## src/rtl/io_reg_pkg.sv

```systemverilog
// Shared types and helpers for the I/O register cells.
// Holds the deserializer FSM states and bit-order mapping.
package io_reg_pkg;

  typedef enum logic {
    HUNT  = 1'b0,
    SHIFT = 1'b1
  } deser_state_e;

  localparam int unsigned DESER_WIDTH_MIN = 2;
  localparam int unsigned DESER_WIDTH_MAX = 32;

  function automatic bit deser_width_ok(
    input int unsigned w
  );
    return (w >= DESER_WIDTH_MIN) &&
           (w <= DESER_WIDTH_MAX);
  endfunction

  // Position in the output word of serial bit idx.
  function automatic int unsigned bit_pos(
    input int unsigned idx,
    input int unsigned w,
    input bit          msb_first
  );
    return msb_first ? (w - 1 - idx) : idx;
  endfunction

endpackage

```

## src/rtl/in_deser_hold.sv

```systemverilog
// One-word output holding register for the deserializer.
// Drops a new word while an unconsumed one waits; flags OVF.
module in_deser_hold #(
  parameter int unsigned WIDTH = 8
) (
  input  logic             clk,
  input  logic             rst_n,
  input  logic             load,
  input  logic [WIDTH-1:0] word,
  input  logic             dready,
  input  logic             ovf_clr,
  output logic [WIDTH-1:0] dout,
  output logic             dvalid,
  output logic             ovf
);

  logic take;
  logic drop;

  assign take = load & (~dvalid | dready);
  assign drop = load & dvalid & ~dready;

  always_ff @(posedge clk) begin
    if (!rst_n) begin
      dout   <= '0;
      dvalid <= 1'b0;
      ovf    <= 1'b0;
    end else begin
      if (take) begin
        dout   <= word;
        dvalid <= 1'b1;
      end else if (dvalid && dready) begin
        dvalid <= 1'b0;
      end
      // a drop in the clear cycle keeps the flag set
      ovf <= drop | (ovf & ~ovf_clr);
    end
  end

endmodule

```

## src/rtl/in_deser_cell.sv

```systemverilog
// Serial-to-parallel capture behind the input register cell.
// Framing by ALIGN, bit-slip by SLIP, one-word output hold.
module in_deser_cell
  import io_reg_pkg::*;
#(
  parameter int unsigned WIDTH     = 8,
  parameter bit          MSB_FIRST = 1'b0
) (
  input  logic             IQC,
  input  logic             QRT,
  input  logic             IQZ,
  input  logic             ALIGN,
  input  logic             SLIP,
  input  logic             DREADY,
  input  logic             OVF_CLR,
  output logic [WIDTH-1:0] DOUT,
  output logic             DVALID,
  output logic             OVF,
  output logic             LOCKED
);

  localparam int unsigned CW =
    ($clog2(WIDTH) > 0) ? $clog2(WIDTH) : 1;
  localparam logic [CW-1:0]    LAST = CW'(WIDTH - 1);
  localparam logic [WIDTH-1:0] ONE  = WIDTH'(1);

  if (!deser_width_ok(WIDTH)) begin : g_bad_width
    $error("in_deser_cell: WIDTH out of range");
  end

  deser_state_e     state;
  deser_state_e     state_nxt;
  logic [CW-1:0]    cnt;
  logic [CW-1:0]    cnt_nxt;
  logic [WIDTH-1:0] sreg;
  logic [WIDTH-1:0] sreg_nxt;
  logic [WIDTH-1:0] mask_0;
  logic [WIDTH-1:0] mask_c;
  logic             done;

  assign mask_0 = ONE << bit_pos(0, WIDTH, MSB_FIRST);
  assign mask_c = ONE << bit_pos(32'(cnt), WIDTH, MSB_FIRST);

  always_ff @(posedge IQC) begin
    if (!QRT) state <= HUNT;
    else      state <= state_nxt;
  end

  always_comb begin
    state_nxt = state;
    unique case (state)
      HUNT:  if (ALIGN) state_nxt = SHIFT;
      SHIFT: state_nxt = SHIFT;
      default: state_nxt = HUNT;
    endcase
  end

  always_comb begin
    LOCKED = (state == SHIFT);
  end

  // bits are written straight to their final word position
  always_comb begin
    cnt_nxt  = cnt;
    sreg_nxt = sreg;
    done     = 1'b0;
    if (ALIGN) begin
      cnt_nxt  = CW'(1);
      sreg_nxt = IQZ ? mask_0 : '0;
    end else if (state == SHIFT && !SLIP) begin
      sreg_nxt = (sreg & ~mask_c) | (IQZ ? mask_c : '0);
      if (cnt == LAST) begin
        cnt_nxt = '0;
        done    = 1'b1;
      end else begin
        cnt_nxt = cnt + CW'(1);
      end
    end
  end

  always_ff @(posedge IQC) begin
    if (!QRT) begin
      cnt  <= '0;
      sreg <= '0;
    end else begin
      cnt  <= cnt_nxt;
      sreg <= sreg_nxt;
    end
  end

  in_deser_hold #(
    .WIDTH(WIDTH)
  ) u_hold (
    .clk    (IQC),
    .rst_n  (QRT),
    .load   (done),
    .word   (sreg_nxt),
    .dready (DREADY),
    .ovf_clr(OVF_CLR),
    .dout   (DOUT),
    .dvalid (DVALID),
    .ovf    (OVF)
  );

endmodule

```

## config.mk

```make
export PLATFORM = sky130hd
export DESIGN_NAME = in_deser_cell
export DESIGN_NICKNAME = d
export VERILOG_FILES = /design/src/rtl/io_reg_pkg.sv /design/src/rtl/in_deser_hold.sv /design/src/rtl/in_deser_cell.sv
export SDC_FILE = /design/constraint.sdc
export NUM_CORES = 1
export LEC_CHECK = 0
export CAP_MARGIN = 5
export CELL_PAD_IN_SITES_DETAIL_PLACEMENT = 0
export CELL_PAD_IN_SITES_GLOBAL_PLACEMENT = 2
export CORE_MARGIN = 10
export CORE_UTILIZATION = 29
export CTS_CLUSTER_SIZE = 14
export DETAILED_ROUTE_END_ITERATION = 10
export PLACE_DENSITY = 0.73
export SLEW_MARGIN = 20
export SYNTH_ARGS = -nofsm -noshare
export SYNTH_HDL_FRONTEND = slang
export SYNTH_HIERARCHICAL = 1
export SYNTH_SLANG_ARGS = --single-unit
```

## constraint.sdc

```tcl
create_clock -name IQC -period 1.6 [get_ports IQC]
set_input_delay 0.48 -clock IQC [delete_from_list [all_inputs] [get_ports IQC]]
set_output_delay 0.48 -clock IQC [all_outputs]
set_load 0.1 [all_outputs]
```

==> results.yml, run 1 <==
status:
  status: "completed"
timing:
  drv_slew: 0
  skew_ns: 0.00198
  period_needed_ns: 1.49
  fmaxAchievable_mhz: 669
  hold_viol_final: 0
  setup_viol: 0
  rsz0062_at_grt: "yes"
  finalCritPeriodShare_pct: 93.4
  maxSlewHeadroom_pct: 76.7
  worst_pin_slew_ns: 0.349
critical_path:
  cp-start-kind: "flop"
  cp.required_ns: 1.80
  endpoint_kind: "flop"
  reg2reg_depth: 7
  reg2reg_to: "u_hold/dout[2]$_SDFFE_PN0P_"
  reg2reg_from: "cnt[0]$_SDFFE_PN0P_"
  worstPathArrival_ns: 1.69
  worst-setup-path-type: "reg2reg"
  cp_max_fo: 6
  rrSetupSlack_ns: 0.11
logic_synthesis:
  synth.area.top_cells: "dfxtp_1 41%, mux2i_1 16%, ha_1 6.9%, nand2_1 6.3%, nor2_1 6.3%"
  synth.most_common_cell: "dfxtp_1"
  synth_cell_types: 25
  synth-xor-area-share_pct: 0
  synth_top_family_by_area: "simple AND/OR/NAND/NOR gates"
  seq_area_frac_synth_pct: 40.7
  syn_area_per_cell_um2: 9.65
  synthTopCellsByCount: "22 x dfxtp_1, 18 x nand2_1, 18 x nor2_1, 17 x mux2i_1, 6 x ha_1"
  ys_async_sr_fraction_pct: 0
  yosys.area_share.simple_pct: 24.5
  synth_top_area_share_pct: 40.7
  synth_compound_area_share_pct: 5.32
  synth-seq-cells: 22
  synthAdderAreaFrac_pct: 6.94
  muxShareOfSynthArea_pct: 17.1
  yosys_warnings: 6
  synth_flop_cell: "dfxtp_1"
  syn-cell-area_um2: 1080
  yosysTopAreaCell: "dfxtp_1"
  synthesis.nets: 125
  syn_inst: 112
  synth_edf_count: 0
placed_design:
  dpl.hpwl_um: 1830
  globalplace.congestion: 0.730
  port_buffers: 17
  post-place-cells: 187
die:
  initial_utilization_pct: 29.8
  die_area_um2: 6570
  fp.dieH_um: 81.1
  die_w_um: 81.1
  num_io_pins: 18
  fp-row-count: 22
  coreArea_um2: 3630
global_routing:
  overflow: 0
  met3_usage_pct: 2.43
  met1_usage_pct: 8.29
  grt_max_degree: 22
  antenna_found_initial: 0
  grt_first_pass_wirelength_um: 3910
  grt_use_met2_pct: 12.2
  grt_pass1_vias: 883
  busiest_layer: "met2"
  grt_use_total_pct: 7.35
worst_hold_path:
  whs_endpoint: "sreg[0]$_SDFF_PN0_"
  hp-start: "sreg[0]$_SDFF_PN0_"
  worstHoldPathCells: 2
  hold_class: "reg2reg"
route:
  dr_total_vias: 868
  drt_iter0_markers: 15
  drc: 0
  final_antenna_net_count: 0
  wire_per_inst_um: 12.2
  drt_wl_total_um: 2360
  routed_via_density: 4.50
  first_pass_iters: 4
job:
  maxCapViolCount: 0
clock_tree:
  ctsLongestPathBuffers: 2
  clkSinkCount: 22
  cts_tree: "built"
  cts_hold_buf: 0
  clock_latency_ns: 0.27
  htreeDepth: 1
  cts_buffers: 3
  root_buffer: "clkbuf_8"
  clkSlewWorstSetupHoldPaths_ns: 0.09
power_and_ir_drop:
  power.total_mw: 1.17
  p_leak_nw: 0.640
  peakVddDrop_mv: 0.261
  powerDensity_nw_per_um2: 701
layout:
  seq_area_um2: 448
  layoutNonFillerInstCount: 193
  multi_input_area_um2: 628
  n_fill_cell: 371
  syn_to_final_growth_pct: 54.3
  final_nets: 159
  diodes: 0
  drive_gt1_share_pct: 37.9
  utilization_pct: 45.9
-- final cells by class --
type                       instances  area share [%]
multi-input combinational         80            37.7
timing repair buffer              36            27.2
sequential                        22            26.9
clock buffer                       4            3.98
tap                               48            3.60
inverter                           3           0.675
-- flip-flops by register name (all words and copies together) (netlist names) --
signal         cells
u_hold/dout        8
LOCKED             1
sreg               8
u_hold/ovf         1
u_hold/dvalid      1
cnt                3
-- power by group --
| group | total [mW] | internal, mW | switching (mW) | leakage (nW) |
|---|---|---|---|---|
| sequential | 0.564 | 0.554 | 0.0101 | 0.180 |
| combinational | 0.131 | 0.0672 | 0.0634 | 0.426 |
| clock | 0.474 | 0.272 | 0.202 | 0.0339 |
| total | 1.17 | 0.893 | 0.276 | 0.640 |
-- kinds of logic (layout without fill, tap and decap cells) --
family,count (synthesis),after routing
AOI/OAI and AO/OA,6,6
adders and majority gates,6,6
DFF,22,22
buffers and inverters,10,43
muxes,18,18
and+or+nand+nor,50,50
-- through the flow --
step | area (µm²) | hold WS [ns] | setup TNS, ns | worst slack (ns)
4_1_cts | 1600 | 0.472 | 0 | 0.0133
3_3_place_gp | 1530 | 0.445 | -4.13 | -0.353
5_1_grt | 1670 | 0.485 | -0.00389 | -0.00389
6_report | 1670 | 0.474 | 0 | 0.106
2_1_floorplan | 1090 | 0.438 | 0 | 0.0931
3_5_place_dp | 1530 | 0.459 | -4.28 | -0.349
-- layer usage --
metal,vias up,part of all wire [%]
met5,-,0
li1,437,-
met4,0,0
met1,421,44
met3,0,4.5
met2,10,52
-- worst max-delay path: stages (launching register included) --
cell and delay (ns):
dfxtp_2 0.37, ha_4 0.15, ha_4 0.13, nand3b_1 0.11, nor2_2 0.15, nor2b_4 0.19
buf_12 0.13, mux2i_1 0.19
-- repair_timing --
item,in CTS,in global routing
resized for setup,2,15
buffers inserted,0,2
endpoints found under the setup margin,9,9
pin swaps,0,5
-- worst max-delay path by stage --
stage | from | depth (start not counted) | slack (ns) | end
after CTS | cnt[0]$_SDFFE_PN0P_ | 7 | 0.01 | u_hold/dout[2]$_SDFFE_PN0P_
after floorplan | LOCKED$_SDFF_PN0_ | 6 | 0.09 | u_hold/dout[0]$_SDFFE_PN0P_
after global placement | SLIP | 6 | -0.35 | u_hold/dout[0]$_SDFFE_PN0P_
final | cnt[0]$_SDFFE_PN0P_ | 7 | 0.11 | u_hold/dout[2]$_SDFFE_PN0P_
after detailed placement | SLIP | 7 | -0.35 | u_hold/dout[1]$_SDFFE_PN0P_
after global routing | cnt[0]$_SDFFE_PN0P_ | 8 | -0.004 | u_hold/dout[2]$_SDFFE_PN0P_
-- layout by cell type, fill, tap and decap left out, types with 2 or more instances in the layout --
master and n:
nand2_1 18, mux2i_2 2, o21a_1 2, nand4b_1 3, ha_2 2, buf_6 2
nand3b_1 2, ha_1 2, clkdlybuf4s50_1 5, buf_4 15, dfxtp_1 18, buf_12 13
ha_4 2, inv_2 2, dfxtp_2 3, mux2i_1 15, nor2_1 17, clkbuf_8 3
nor2b_1 2, and4bb_2 2, nor2b_4 2
Power figures use the tool's default switching activity.
==> run 2: changes to the inputs <==
==> constraint.sdc (replaced) <==
create_clock -name IQC -period 1.3 [get_ports IQC]
set_input_delay 0.39 -clock IQC [delete_from_list [all_inputs] [get_ports IQC]]
set_output_delay 0.39 -clock IQC [all_outputs]
set_load 0.1 [all_outputs]
==> results.yml, run 2 (same netlist as run 1, synthesis figures left out) <==
status:
  status: "complete, but fails checks"
  violations: "setup timing"
placed_design:
  port_buffers: 17
  post-place-cells: 187
  dpl.hpwl_um: 1840
  globalplace.congestion: 0.698
power_and_ir_drop:
  p_leak_nw: 0.668
  powerDensity_nw_per_um2: 757
  peakVddDrop_mv: 0.261
timing:
  setup_viol: 13
  fin_ws_ns: -0.141
  drv_slew: 0
  period_needed_ns: 1.44
  finalCritPeriodShare_pct: 111
  hold_viol_final: 0
  fmaxAchievable_mhz: 694
  rsz0062_at_grt: "yes"
  maxSlewHeadroom_pct: 74.5
  fin_tns_setup_ns: -1.44
  worst_pin_slew_ns: 0.382
  skew_ns: 0.00106
layout:
  diodes: 0
  reg_top3: "sreg: 8 flops, u_hold/dout: 8 flops, cnt: 3 flops"
  n_fill_cell: 350
  final_common_cell: "buf_4"
  seq_area_um2: 452
  multi_input_area_um2: 658
  final_nets: 166
  syn_to_final_growth_pct: 60.5
  mostFrequentLayoutCells: "22 x buf_4, 18 x nand2_1, 17 x nor2_1, 17 x dfxtp_1, 14 x mux2i_1"
  layoutNonFillerInstCount: 200
  drive_gt1_share_pct: 42.1
die:
  fp.dieH_um: 81.1
  coreArea_um2: 3630
  num_io_pins: 18
  fp-row-count: 22
  die_w_um: 81.1
  die_area_um2: 6570
  initial_utilization_pct: 29.8
clock_tree:
  cts_hold_buf: 0
  clock_latency_ns: 0.26
  ctsLongestPathBuffers: 2
  clkSinkCount: 22
  clkSlewWorstSetupHoldPaths_ns: 0.08
  htreeDepth: 1
  cts_tree: "built"
  root_buffer: "clkbuf_8"
  cts_buffers: 3
route:
  routed_via_density: 4.47
  drt_iter0_markers: 37
  wire_per_inst_um: 12.7
  first_pass_iters: 2
  route.met3.wl_um: 84
  drt_wl_total_um: 2540
  top_layer: "met4"
  final_antenna_net_count: 0
  drc: 0
  dr_total_vias: 893
  wl_met2_um: 1270
  wl_met1_um: 1140
critical_path:
  worst-setup-path-type: "reg2reg"
  cp_max_fo: 3
  reg2reg_to: "u_hold/dout[1]$_SDFFE_PN0P_"
  worstPathArrival_ns: 1.60
  reg2reg_depth: 8
  cp.required_ns: 1.46
  reg2reg_from: "cnt[1]$_SDFFE_PP0P_"
  endpoint_kind: "flop"
  rrSetupSlack_ns: -0.14
  cp-start-kind: "flop"
global_routing:
  grt_first_pass_wirelength_um: 4220
  grt_max_degree: 23
  antenna_found_initial: 0
  grt_use_total_pct: 8.01
  overflow: 0
  grt_pass1_vias: 915
worst_hold_path:
  whs_endpoint: "sreg[0]$_SDFF_PN0_"
  worstHoldPathCells: 2
  hp-start: "sreg[0]$_SDFF_PN0_"
  hold_class: "reg2reg"
job:
  maxCapViolCount: 0
[run 2: cell types whose count changed in the layout (fill, tap and decap cells not counted), sizes merged]
cell | before | now
clkdlybuf4s50 | 5 | 4
clkdlybuf4s15 | 0 | 1
buf | 30 | 37
[run 2: metrics by stage]
stage               util, %  hold WS (ns)  area, µm²  setup WS, ns  total power [mW]
floorplan                 -         0.438       1100        -0.184             0.795
global placement       42.7         0.447       1550        -0.604             0.862
detailed placement     42.7         0.464       1550        -0.611             0.864
CTS                    46.0         0.476       1670        -0.162              1.32
global route           47.8         0.513       1740        -0.229              1.37
finish                 47.8         0.475       1740        -0.141              1.31
[run 2: report_power, final]
part,switching [mW],internal [mW]
Sequential,0.00958,0.681
Clock,0.222,0.219
Combinational,0.0882,0.0935
Total,0.320,0.993
[run 2: repair_timing]
item | CTS | global route
hold endpoints to repair | 0 | 0
endpoints found under the setup margin | 22 | 16
gates resized for setup | 14 | 6
pin swaps | 9 | 7
setup buffers | 4 | 6
[run 2: how the worst max path moves through the flow]
stage | start | to | slack, ns | cells after the start
3_3_place_gp | SLIP | u_hold/dout[0]$_SDFFE_PN0P_ | -0.60 | 6
6_report | cnt[1]$_SDFFE_PP0P_ | u_hold/dout[1]$_SDFFE_PN0P_ | -0.14 | 8
4_1_cts | cnt[0]$_SDFFE_PN0P_ | u_hold/dout[1]$_SDFFE_PN0P_ | -0.16 | 7
2_1_floorplan | LOCKED$_SDFF_PN0_ | u_hold/dout[0]$_SDFFE_PN0P_ | -0.18 | 6
5_1_grt | cnt[0]$_SDFFE_PN0P_ | u_hold/dout[7]$_SDFFE_PN0P_ | -0.23 | 8
3_5_place_dp | SLIP | u_hold/dout[0]$_SDFFE_PN0P_ | -0.61 | 6
[run 2: worst max-delay path, stage by stage (launching register included)]
cell and delay (ns):
dfxtp_2 0.34, buf_6 0.12, inv_4 0.05, ha_4 0.12, and4bb_2 0.25, mux2i_2 0.24
nor2_1 0.07, nand2_1 0.06, mux2i_1 0.06
[run 2: per-layer routing]
| layer | up-vias | track usage, % |
|---|---|---|
| met5 | - | 0 |
| met4 | 0 | 3.63 |
| met3 | 4 | 1.55 |
| met2 | 12 | 13.8 |
| met1 | 427 | 9.41 |
| li1 | 450 | - |
[run 2: cell type report]
class                   count  area share [%]
clock buffers               4            2.60
inverters                   3           0.793
multi-input cells          80            37.9
flip-flops and latches     22            26.0
well taps                  48            3.46
repair buffers             43            29.2
==> run 3: changes to the inputs <==
--- a/config.mk
+++ b/config.mk
@@ -12,7 +12,7 @@
 export CORE_UTILIZATION = 29
 export CTS_CLUSTER_SIZE = 14
 export DETAILED_ROUTE_END_ITERATION = 10
-export PLACE_DENSITY = 0.73
+export PLACE_DENSITY = 0.8
 export SLEW_MARGIN = 20
 export SYNTH_ARGS = -nofsm -noshare
 export SYNTH_HDL_FRONTEND = slang
==> results.yml, run 3 (same netlist as run 1, synthesis figures left out) <==
clock_tree:
  cts_buffers: 3
  htreeDepth: 1
  ctsLongestPathBuffers: 2
  clkSinkCount: 22
  cts_hold_buf: 0
  cts_tree: "built"
  clkSlewWorstSetupHoldPaths_ns: 0.08
  clock_latency_ns: 0.27
  root_buffer: "clkbuf_8"
timing:
  fin_tns_setup_ns: -1.30
  fmaxAchievable_mhz: 691
  fin_ws_ns: -0.147
  finalCritPeriodShare_pct: 111
  hold_slack_ns: 0.472
  maxSlewHeadroom_pct: 76.9
  setup_viol: 11
  hold_viol_final: 0
  skew_ns: 0.00546
  rsz0062_at_grt: "yes"
  drv_slew: 0
  worst_pin_slew_ns: 0.345
  period_needed_ns: 1.45
job:
  maxCapViolCount: 0
placed_design:
  post-place-cells: 187
  dp_slack_ns: -0.617
  globalplace.congestion: 0.707
  dpl-instance-area_um2: 1550
  port_buffers: 17
  dpl.hpwl_um: 1830
critical_path:
  worstPathArrival_ns: 1.64
  worst-setup-path-type: "reg2reg"
  cp_max_fo: 8
  cp-start-kind: "flop"
  endpoint_kind: "flop"
  cp.required_ns: 1.49
layout:
  final_nets: 164
  diodes: 0
  syn_to_final_growth_pct: 61.0
  layoutNonFillerInstCount: 198
  final_common_cell: "nand2_1"
  mostFrequentLayoutCells: "18 x nand2_1, 17 x buf_4, 16 x nor2_1, 16 x dfxtp_1, 15 x mux2i_1"
  reg_top3: "sreg: 8 flops, u_hold/dout: 8 flops, cnt: 3 flops"
  drive_gt1_share_pct: 44.0
  fin_area_um2: 1740
route:
  drt_wl_total_um: 2370
  drt_iter0_markers: 26
  final_antenna_net_count: 0
  routed_via_density: 4.41
  first_pass_iters: 2
  dr_total_vias: 874
  wire_per_inst_um: 12.0
  drc: 0
die:
  fp.dieH_um: 81.1
  die_area_um2: 6570
  initial_utilization_pct: 29.8
  num_io_pins: 18
  coreArea_um2: 3630
  die_w_um: 81.1
  fp-row-count: 22
global_routing:
  overflow: 0
  grt_pass1_vias: 948
  grt_use_total_pct: 7.79
  grt_max_degree: 21
  grt_first_pass_wirelength_um: 4140
  antenna_found_initial: 0
status:
  violations: "setup timing"
  status: "complete, but fails checks"
power_and_ir_drop:
  p_leak_nw: 0.674
  powerDensity_nw_per_um2: 832
  peakVddDrop_mv: 0.289
worst_hold_path:
  hold_class: "reg2reg"
[run 3: path summary, 6_finish.rpt]
path	slack (ns)	end	from	depth (start not counted)
max	-0.15	u_hold/dout[0]$_SDFFE_PN0P_	cnt[0]$_SDFFE_PN0P_	7
min	0.47	sreg[0]$_SDFF_PN0_	sreg[0]$_SDFF_PN0_	2
max reg2reg	-0.15	u_hold/dout[0]$_SDFFE_PN0P_	cnt[0]$_SDFFE_PN0P_	7
min reg2reg	0.47	sreg[0]$_SDFF_PN0_	sreg[0]$_SDFF_PN0_	2
[run 3: layout make-up]
type / instances / area (µm²)
clock buffers: 4 / 66.3
multi-input cells: 80 / 647
flip-flops and latches: 22 / 455
repair buffers: 41 / 498
inverters: 3 / 13.8
well taps: 48 / 60.1
fillers: 353 / 1890
[run 3: what timing repair did]
action | 4_1_cts | 5_1_grt
endpoints found under the setup margin | 22 | 19
gates resized for setup | 11 | 15
pin swaps | 5 | 10
setup buffers | 4 | 4
[run 3: stage by stage]
step	utilization [%]	power [mW]
global route	47.9	1.49
floorplan	-	0.795
detailed placement	42.7	0.871
finish	47.9	1.45
CTS	46.3	1.45
global placement	42.7	0.866
[run 3: where the power goes]
| part | leakage (nW) | switching (mW) | internal, mW |
|---|---|---|---|
| sequential | 0.181 | 0.00946 | 0.680 |
| combinational | 0.459 | 0.0868 | 0.0966 |
| clock | 0.0339 | 0.241 | 0.334 |
[run 3: metal layers]
metal / up-vias / routed length [µm] / GRT usage, %
met5: - / 0 / 0
met4: 0 / 53 / 3.63
met2: 11 / 1290 / 14.4
li1: 445 / - / -
met1: 413 / 951 / 8.13
met3: 5 / 77 / 1.77
[run 3: worst max-delay path: stages, from the launching register on]
cell	delay, ns
dfxtp_4	0.37
ha_4	0.15
ha_4	0.12
nand3b_1	0.11
nor2_2	0.12
nor2b_4	0.17
buf_12	0.14
mux2i_1	0.19
